--- config.mk ---
export PLATFORM = sky130hd
export DESIGN_NAME = mem_port_arbiter
export DESIGN_NICKNAME = d
export VERILOG_FILES = /design/src/rtl/mem_port_arbiter.sv
export SDC_FILE = /design/constraint.sdc
export NUM_CORES = 1
export LEC_CHECK = 0
export ABC_AREA = 1
export BUFFER_PORTS_ARGS = -buffer_cell sky130_fd_sc_hd__buf_4
export CAP_MARGIN = 20
export CORE_ASPECT_RATIO = 1.5
export CORE_MARGIN = 2
export CORE_UTILIZATION = 23
export CTS_BUF_LIST = sky130_fd_sc_hd__clkbuf_8
export DETAILED_ROUTE_END_ITERATION = 7
export GPL_TIMING_DRIVEN = 0
export PLACE_DENSITY = 0.5
export SYNTH_ARGS = -nofsm -noshare
export SYNTH_HDL_FRONTEND = slang
export SYNTH_SLANG_ARGS = --single-unit
--- constraint.sdc ---
create_clock -name clk -period 4 [get_ports clk]
set_input_delay 0.6 -clock clk [delete_from_list [all_inputs] [get_ports clk]]
set_output_delay 0.6 -clock clk [all_outputs]
set_load 0.01 [all_outputs]
--- src/rtl/mem_port_arbiter.sv ---
// mem_port_arbiter: round-robin owner of the shared memory port.
// Four requesters, one transfer at a time, ack/err pulse on completion.
//
// Ports:
//   clk, rst_n   clock, async active-low reset
//   req[3:0]     per-requester request, held until ack or dropped to abort
//   mem_ready    shared port accepted/completed the transfer
//   sel[1:0]     datapath mux select (current owner)
//   grant[3:0]   one-hot owner, zero outside GRANT
//   mem_valid    transfer presented on the shared port
//   ack[3:0]     one-cycle completion pulse to the owner
//   err          with ack when completion was forced by timeout
//   busy         high in GRANT and DONE
module mem_port_arbiter #(
    parameter int TIMEOUT_CYC = 16,
    parameter int CNT_W       = 8
) (
    input  logic       clk,
    input  logic       rst_n,
    input  logic [3:0] req,
    input  logic       mem_ready,
    output logic [1:0] sel,
    output logic [3:0] grant,
    output logic       mem_valid,
    output logic [3:0] ack,
    output logic       err,
    output logic       busy
);

    typedef enum logic [1:0] {
        IDLE,
        GRANT,
        DONE
    } state_t;

    localparam logic [CNT_W-1:0] TO_LAST =
        CNT_W'((TIMEOUT_CYC == 0) ? 0 : TIMEOUT_CYC - 1);

    state_t             state_q, state_d;
    logic [1:0]         owner_q, owner_d;
    logic [1:0]         ptr_q, ptr_d;
    logic [CNT_W-1:0]   cnt_q, cnt_d;
    logic               err_q, err_d;
    logic [1:0]         win;
    logic               found;
    logic [1:0]         idx;
    logic               to_hit;

    // Search starts just after the last owner, so the last owner
    // has lowest priority on the next arbitration.
    always_comb begin
        win   = ptr_q;
        found = 1'b0;
        idx   = ptr_q;
        for (int i = 1; i <= 4; i++) begin
            idx = ptr_q + 2'(i);
            if (!found && req[idx]) begin
                win   = idx;
                found = 1'b1;
            end
        end
    end

    assign to_hit = (TIMEOUT_CYC != 0) && (cnt_q == TO_LAST);

    always_ff @(posedge clk or negedge rst_n) begin
        if (!rst_n) begin
            state_q <= IDLE;
            owner_q <= 2'd0;
            ptr_q   <= 2'd3;
            cnt_q   <= '0;
            err_q   <= 1'b0;
        end else begin
            state_q <= state_d;
            owner_q <= owner_d;
            ptr_q   <= ptr_d;
            cnt_q   <= cnt_d;
            err_q   <= err_d;
        end
    end

    always_comb begin
        state_d = state_q;
        owner_d = owner_q;
        ptr_d   = ptr_q;
        cnt_d   = cnt_q;
        err_d   = 1'b0;
        unique case (state_q)
            IDLE: begin
                if (|req) begin
                    state_d = GRANT;
                    owner_d = win;
                    cnt_d   = '0;
                end
            end
            GRANT: begin
                // Completion beats a same-cycle request drop.
                if (mem_ready) begin
                    state_d = DONE;
                    ptr_d   = owner_q;
                end else if (!req[owner_q]) begin
                    state_d = IDLE;
                    ptr_d   = owner_q;
                end else if (to_hit) begin
                    state_d = DONE;
                    ptr_d   = owner_q;
                    err_d   = 1'b1;
                end else if (cnt_q != '1) begin
                    cnt_d = cnt_q + CNT_W'(1);
                end
            end
            DONE: begin
                state_d = IDLE;
            end
            default: begin
                state_d = IDLE;
            end
        endcase
    end

    assign sel       = owner_q;
    assign mem_valid = (state_q == GRANT);
    assign busy      = (state_q == GRANT) || (state_q == DONE);
    assign grant     = (state_q == GRANT) ? (4'b0001 << owner_q) : 4'b0000;
    assign ack       = (state_q == DONE) ? (4'b0001 << owner_q) : 4'b0000;
    assign err       = err_q;

endmodule
==> results.yml, run 1 <==
synth:
  yosysSeqAreaShare: 0.3286
  synth_flop_cell: "dfrtp_1"
  synthDominantCellAreaShare: 0.2829
  synth_cell_types: 23
  yosys_warnings: 0
  syn_area_per_cell_um2: 6.460
  synth_xor_area_frac: 0.03808
  synth_edf_count: 0
  synth_top_cell_by_area: "dfrtp_1"
  synthArstFlopShare: 1.000
  synth_mux_area_frac: 0
  netlist_area_mm2: 0.001150
  synth_fp_nets: 189
  ys_seq_elements: 15
  synth_compound_area_frac: 0.05550
  synth_cells: 178
  netlist_top_cells_area: "dfrtp_1 28%, nand2_1 24%, nand3_1 7.0%, inv_1 6.2%, nor2_1 6.2%"
  synth-adder-area-share: 0.04353
  synth_top_family_by_area: "simple AND/OR/NAND/NOR gates"
  yosys.area_share.simple: 0.4353
hold_path:
  hp-class: "input pin to async pin"
sta:
  fmax_mhz: 451.5
  finalHoldViolCount: 0
  rsz0062_at_grt: "no"
  min_period_over_period: 0.5537
  hold_ws_ns: 0.1951
  skew_ns: 0.004483
  relSlewSlack: 0.8070
  post-route-min-period_ns: 2.215
  finalSetupViolations: 0
  drv_slew: 0
  setup-tns-final_ns: 0
  worstMarginPinSlew_ns: 0.2869
floorplan:
  core_area_mm2: 0.004810
  start_util: 0.2391
  num_rows: 31
  fp.dieH_um: 90.60
  ioPinCount: 20
  die_x_um: 61.73
  die_area_mm2: 0.005592
final_layout:
  final_cells: 267
  nFillCells: 578
  drive_above_1_share: 0.1791
  diodes: 0
  syn2layout_area_growth_pct: 23.50
  postLayoutCellArea_mm2: 0.001420
  nets: 213
global_routing:
  grt_usage: 0.1216
  grt_pass1_wl_um: 5050
  grt_max_degree: 16
  overflow: 0
  grt_pass1_vias: 1062
  antenna_found_initial: 0
placed_design:
  place_area_mm2: 0.001375
  portBuffers: 19
  dp_hpwl_um: 2345
  dp.cells: 263
  globalplace.congestion: 0.8426
route:
  wl_per_cell_um: 11.20
  drt-total-wl_um: 2991
  viasPerCell: 4.228
  drcViolationCount: 0
  firstDrtPassIters: 4
  ant_nets: 0
  vias: 1129
  drtIter0Drc: 80
worst_setup_path:
  critical_path_arrival_ns: 1.61
  critPathCaptureType: "primary output"
  crit_chain: "inv_1 > ha_1 > inv_1 > buf_2 > nor2_1 > buf_4"
  cp_common_cell: "inv_1"
  cp_num_buf_inv: 4
  path_max_fanout: 10
  cp.required_ns: 3.40
  crit_slowest_cell: "dfrtp_1"
  cpLargestDelayFamily: "buffers and inverters"
  max_stage_delay_ns: 0.40
  start_kind: "flip-flop"
  crit_type: "flip-flop to primary output"
cts:
  cts_buffers: 3
  cts_resized: 0
  cts_setup_buffers: 0
  clkSinkCount: 15
  clk_pin_slew_ns: 0.06
  cts_tree: "done"
  clk_latency_ns: 0.25
  holdBufCountCts: 0
  htree_levels: 1
  root_buffer: "clkbuf_8"
  cts_buffer_depth: 2
pwr:
  p_per_area_mw_per_mm2: 658.1
  irDropWorstVdd_mv: 0.1735
  p_leak_nw: 0.7629
flow_run:
  drv_cap: 0
outcome:
  status: "complete, no violations"
state kept, by name (all words and copies together), names as in the netlist:
signal / flops
state_q: 2
ptr_q: 2
err: 1
cnt_q: 8
sel: 2
per-stage QoR:
step                      total power, mW    util  setup WS [ns]
after floorplan                    0.6391       -          2.190
after global placement             0.8208  0.2859          2.018
after detailed placement           0.8270  0.2859          2.035
after CTS                          0.9547  0.2953          1.753
after global routing                1.046  0.2953          1.628
final                              0.9345  0.2953          1.785
final cells by class:
type                            instances  area [µm²]  share of cell area
Inverter                               23       86.33             0.06079
Multi-Input combinational cell        137       658.1              0.4634
Tap cell                               66       82.58             0.05815
Timing Repair Buffer                   19       142.6              0.1004
Clock buffer                            3       41.29             0.02907
Clock inverter                          1       3.754            0.002643
Buffer                                  3       27.53             0.01938
Sequential cell                        15       377.9              0.2661
synth_stat cells, types with 2 or more instances:
master and number:
a21oi_1 3, buf_6 2, dfrtp_1 13, dfstp_2 2, ha_1 4, inv_1 19
inv_2 4, nand2_1 73, nand3_1 16, nand4_1 5, nor2_1 19, nor3_1 2
o21ai_0 2, o21ai_1 2, xor2_1 4
cell families after synthesis:
| kind of cell | after synthesis |
|---|---|
| buffers and inverters | 26 |
| flip-flops | 15 |
| adder cells (fa/ha/maj) | 4 |
| XOR/XNOR | 5 |
| AO/OA/AOI/OAI | 9 |
| AND/OR/NAND/NOR | 119 |
routing by layer:
| metal | GRT usage | wire length (µm) |
|---|---|---|
| met5 | 0 | 0 |
| met4 | 0.06028 | 88 |
| met3 | 0.01862 | 114 |
| met2 | 0.1930 | 1525 |
| met1 | 0.1538 | 1263 |
placed cells by master, fill, tap and decap left out, drive strengths merged, types with 3 or more instances in the layout:
master,instances
a21oi,3
nand4,5
buf,22
nor2,20
nand2,74
nand3,17
ha,4
xor2,4
clkbuf,3
inv,24
o21ai,5
dfrtp,13
path summary, 6_finish.rpt:
| path | start | end | slack (ns) | cells after the start |
|---|---|---|---|---|
| hold reg to reg | cnt_q[7] | cnt_q[7] | 0.50 | 2 |
| setup / recovery | state_q[1] | grant[0] | 1.79 | 6 |
| setup reg to reg | state_q[1] | cnt_q[6] | 2.33 | 9 |
| min in group clk | cnt_q[7] | cnt_q[7] | 0.50 | 2 |
| hold / removal | rst_n | cnt_q[7] | 0.20 | 1 |
| max in group asynchronous | rst_n | ptr_q[0] | 3.56 | 1 |
report_power, final:
group / internal [mW] / leakage, nW / switching [mW] / total, mW
logic: 0.207 / 0.540 / 0.370 / 0.577
registers: 0.193 / 0.196 / 0.0419 / 0.235
clock network: 0.0680 / 0.0269 / 0.0549 / 0.123
total: 0.468 / 0.763 / 0.466 / 0.935
Power figures use the tool's default switching activity.
==> inputs of run 2 (changes only) <==
==> constraint.sdc (replaced) <==
create_clock -name clk -period 2.1 [get_ports clk]
set_input_delay 0.315 -clock clk [delete_from_list [all_inputs] [get_ports clk]]
set_output_delay 0.315 -clock clk [all_outputs]
set_load 0.01 [all_outputs]
==> run 2 against run 1 <==
Effect of this change:
- sequential share of layout area shrank 0.19 points
- clock skew barely moved
- register-to-register slack got worse by 1.9 ns
- largest cell class unchanged
- setup slack got worse by 1.6 ns
- critical path type unchanged
- count of clock-buffer cells in the layout did not move
==> results.yml, run 2 (synthesis results as in run 1) <==
final_layout:
  syn2layout_area_growth_pct: 24.37
  drive_above_1_share: 0.1782
  layout_common_cells: "73 x nand2_1, 20 x inv_1, 19 x nor2_1, 19 x buf_4, 16 x nand3_1"
  nets: 214
  largest_reg_flops: 8
  largest-register: "cnt_q"
  diodes: 0
  seq_area_um2: 377.9
  fin_util: 0.2973
  multi_input_area_um2: 658.1
  layout_commonest_cell: "nand2_1"
  nFillCells: 577
cts:
  clk_latency_ns: 0.25
  cts_tree: "done"
  root_buffer: "clkbuf_8"
  clk_pin_slew_ns: 0.06
  cts_setup_buffers: 0
  holdBufCountCts: 1
  cts_buffer_depth: 2
  htree_levels: 1
  clkSinkCount: 15
  cts_buffers: 3
  cts_resized: 0
placed_design:
  portBuffers: 19
  globalplace.congestion: 0.8426
  place_ws_ns: 0.4115
  dp_hpwl_um: 2345
worst_setup_path:
  start_kind: "flip-flop"
  cpLargestDelayFamily: "buffers and inverters"
  crit_slowest_cell: "dfrtp_1"
  cp_common_cell: "inv_1"
  crit_chain: "inv_1 > ha_1 > inv_1 > buf_2 > nor2_1 > buf_4"
  crit_type: "flip-flop to primary output"
  cp_num_buf_inv: 4
  cp.required_ns: 1.78
  path_max_fanout: 10
  critPathCaptureType: "primary output"
  max_stage_delay_ns: 0.40
  critical_path_arrival_ns: 1.61
pwr:
  irDropWorstVdd_mv: 0.3304
  clkPwrFrac: 0.131
  finalPower_mw: 1.781
  power.share.sequential: 0.251
  p_switching_mw: 0.8883
  intPower_mw: 0.8929
  p_per_area_mw_per_mm2: 1245
  p_leak_nw: 0.7671
  swShare: 0.4987
  p_comb_frac: 0.618
global_routing:
  overflow: 0
  grt_pass1_vias: 1062
  grt_max_degree: 16
  grt_usage: 0.1216
  antenna_found_initial: 0
  grt_pass1_wl_um: 5050
route:
  drtIter0Drc: 72
  drt-total-wl_um: 2996
  ant_nets: 0
  drcViolationCount: 0
  viasPerCell: 4.228
  firstDrtPassIters: 4
  vias: 1133
  wl_per_cell_um: 11.18
flow_run:
  drv_cap: 0
floorplan:
  die_x_um: 61.73
  fp.dieH_um: 90.60
  ioPinCount: 20
  start_util: 0.2391
  die_area_mm2: 0.005592
  num_rows: 31
  core_area_mm2: 0.004810
sta:
  setup-tns-final_ns: 0
  finalWorstSetupSlack_ns: 0.1701
  fmax_mhz: 518.2
  rsz0062_at_grt: "no"
  worstMarginPinSlew_ns: 0.2869
  post-route-min-period_ns: 1.930
  finalHoldViolCount: 0
  skew_ns: 0.004238
  relSlewSlack: 0.8070
  finalSetupViolations: 0
  min_period_over_period: 0.9190
  drv_slew: 0
hold_path:
  hp-class: "input pin to flip-flop"
outcome:
  status: "complete, no violations"
## run 2: worst paths after layout
path,from,end,slack (ns),depth (start not counted)
min in group asynchronous,rst_n,cnt_q[7],0.45,2
max in group asynchronous,rst_n,ptr_q[0],1.40,2
max,state_q[1],grant[0],0.17,6
min,mem_ready,err,0.24,2
max reg2reg,state_q[1],cnt_q[6],0.43,9
min reg2reg,cnt_q[7],cnt_q[7],0.50,2
## run 2: final cells by class
class,instances,area share
clock inverter,1,0.002625
buffer,3,0.01925
sequential,15,0.2642
inverter,23,0.06037
multi-input combinational,137,0.4602
clock buffer,3,0.02887
timing repair buffer,20,0.1067
tap,66,0.05774
## run 2: routing by layer
layer / GRT usage / up-vias / part of all wire
li1: - / 600 / -
met1: 0.1538 / 503 / 0.42
met3: 0.01862 / 6 / 0.038
met2: 0.1930 / 24 / 0.51
met5: 0 / - / 0
met4: 0.06028 / 0 / 0.029
## run 2: power groups by stage
stage	Sequential, mW	Clock, mW	Combinational, mW
final	0.447	0.234	1.10
after floorplan	0.436	0	0.781
after global placement	0.453	0	1.11
after detailed placement	0.454	0	1.12
after global routing	0.460	0.270	1.26
after CTS	0.449	0.246	1.12
## run 2: through the flow
step           hold WS, ns  instance area [µm²]  cells
2_1_floorplan      0.01941                 1150    178
3_3_place_gp        0.1864                 1375    263
3_5_place_dp        0.1889                 1375    263
4_1_cts             0.2346                 1430    268
5_1_grt             0.2356                 1430    268
6_report            0.2382                 1430    268
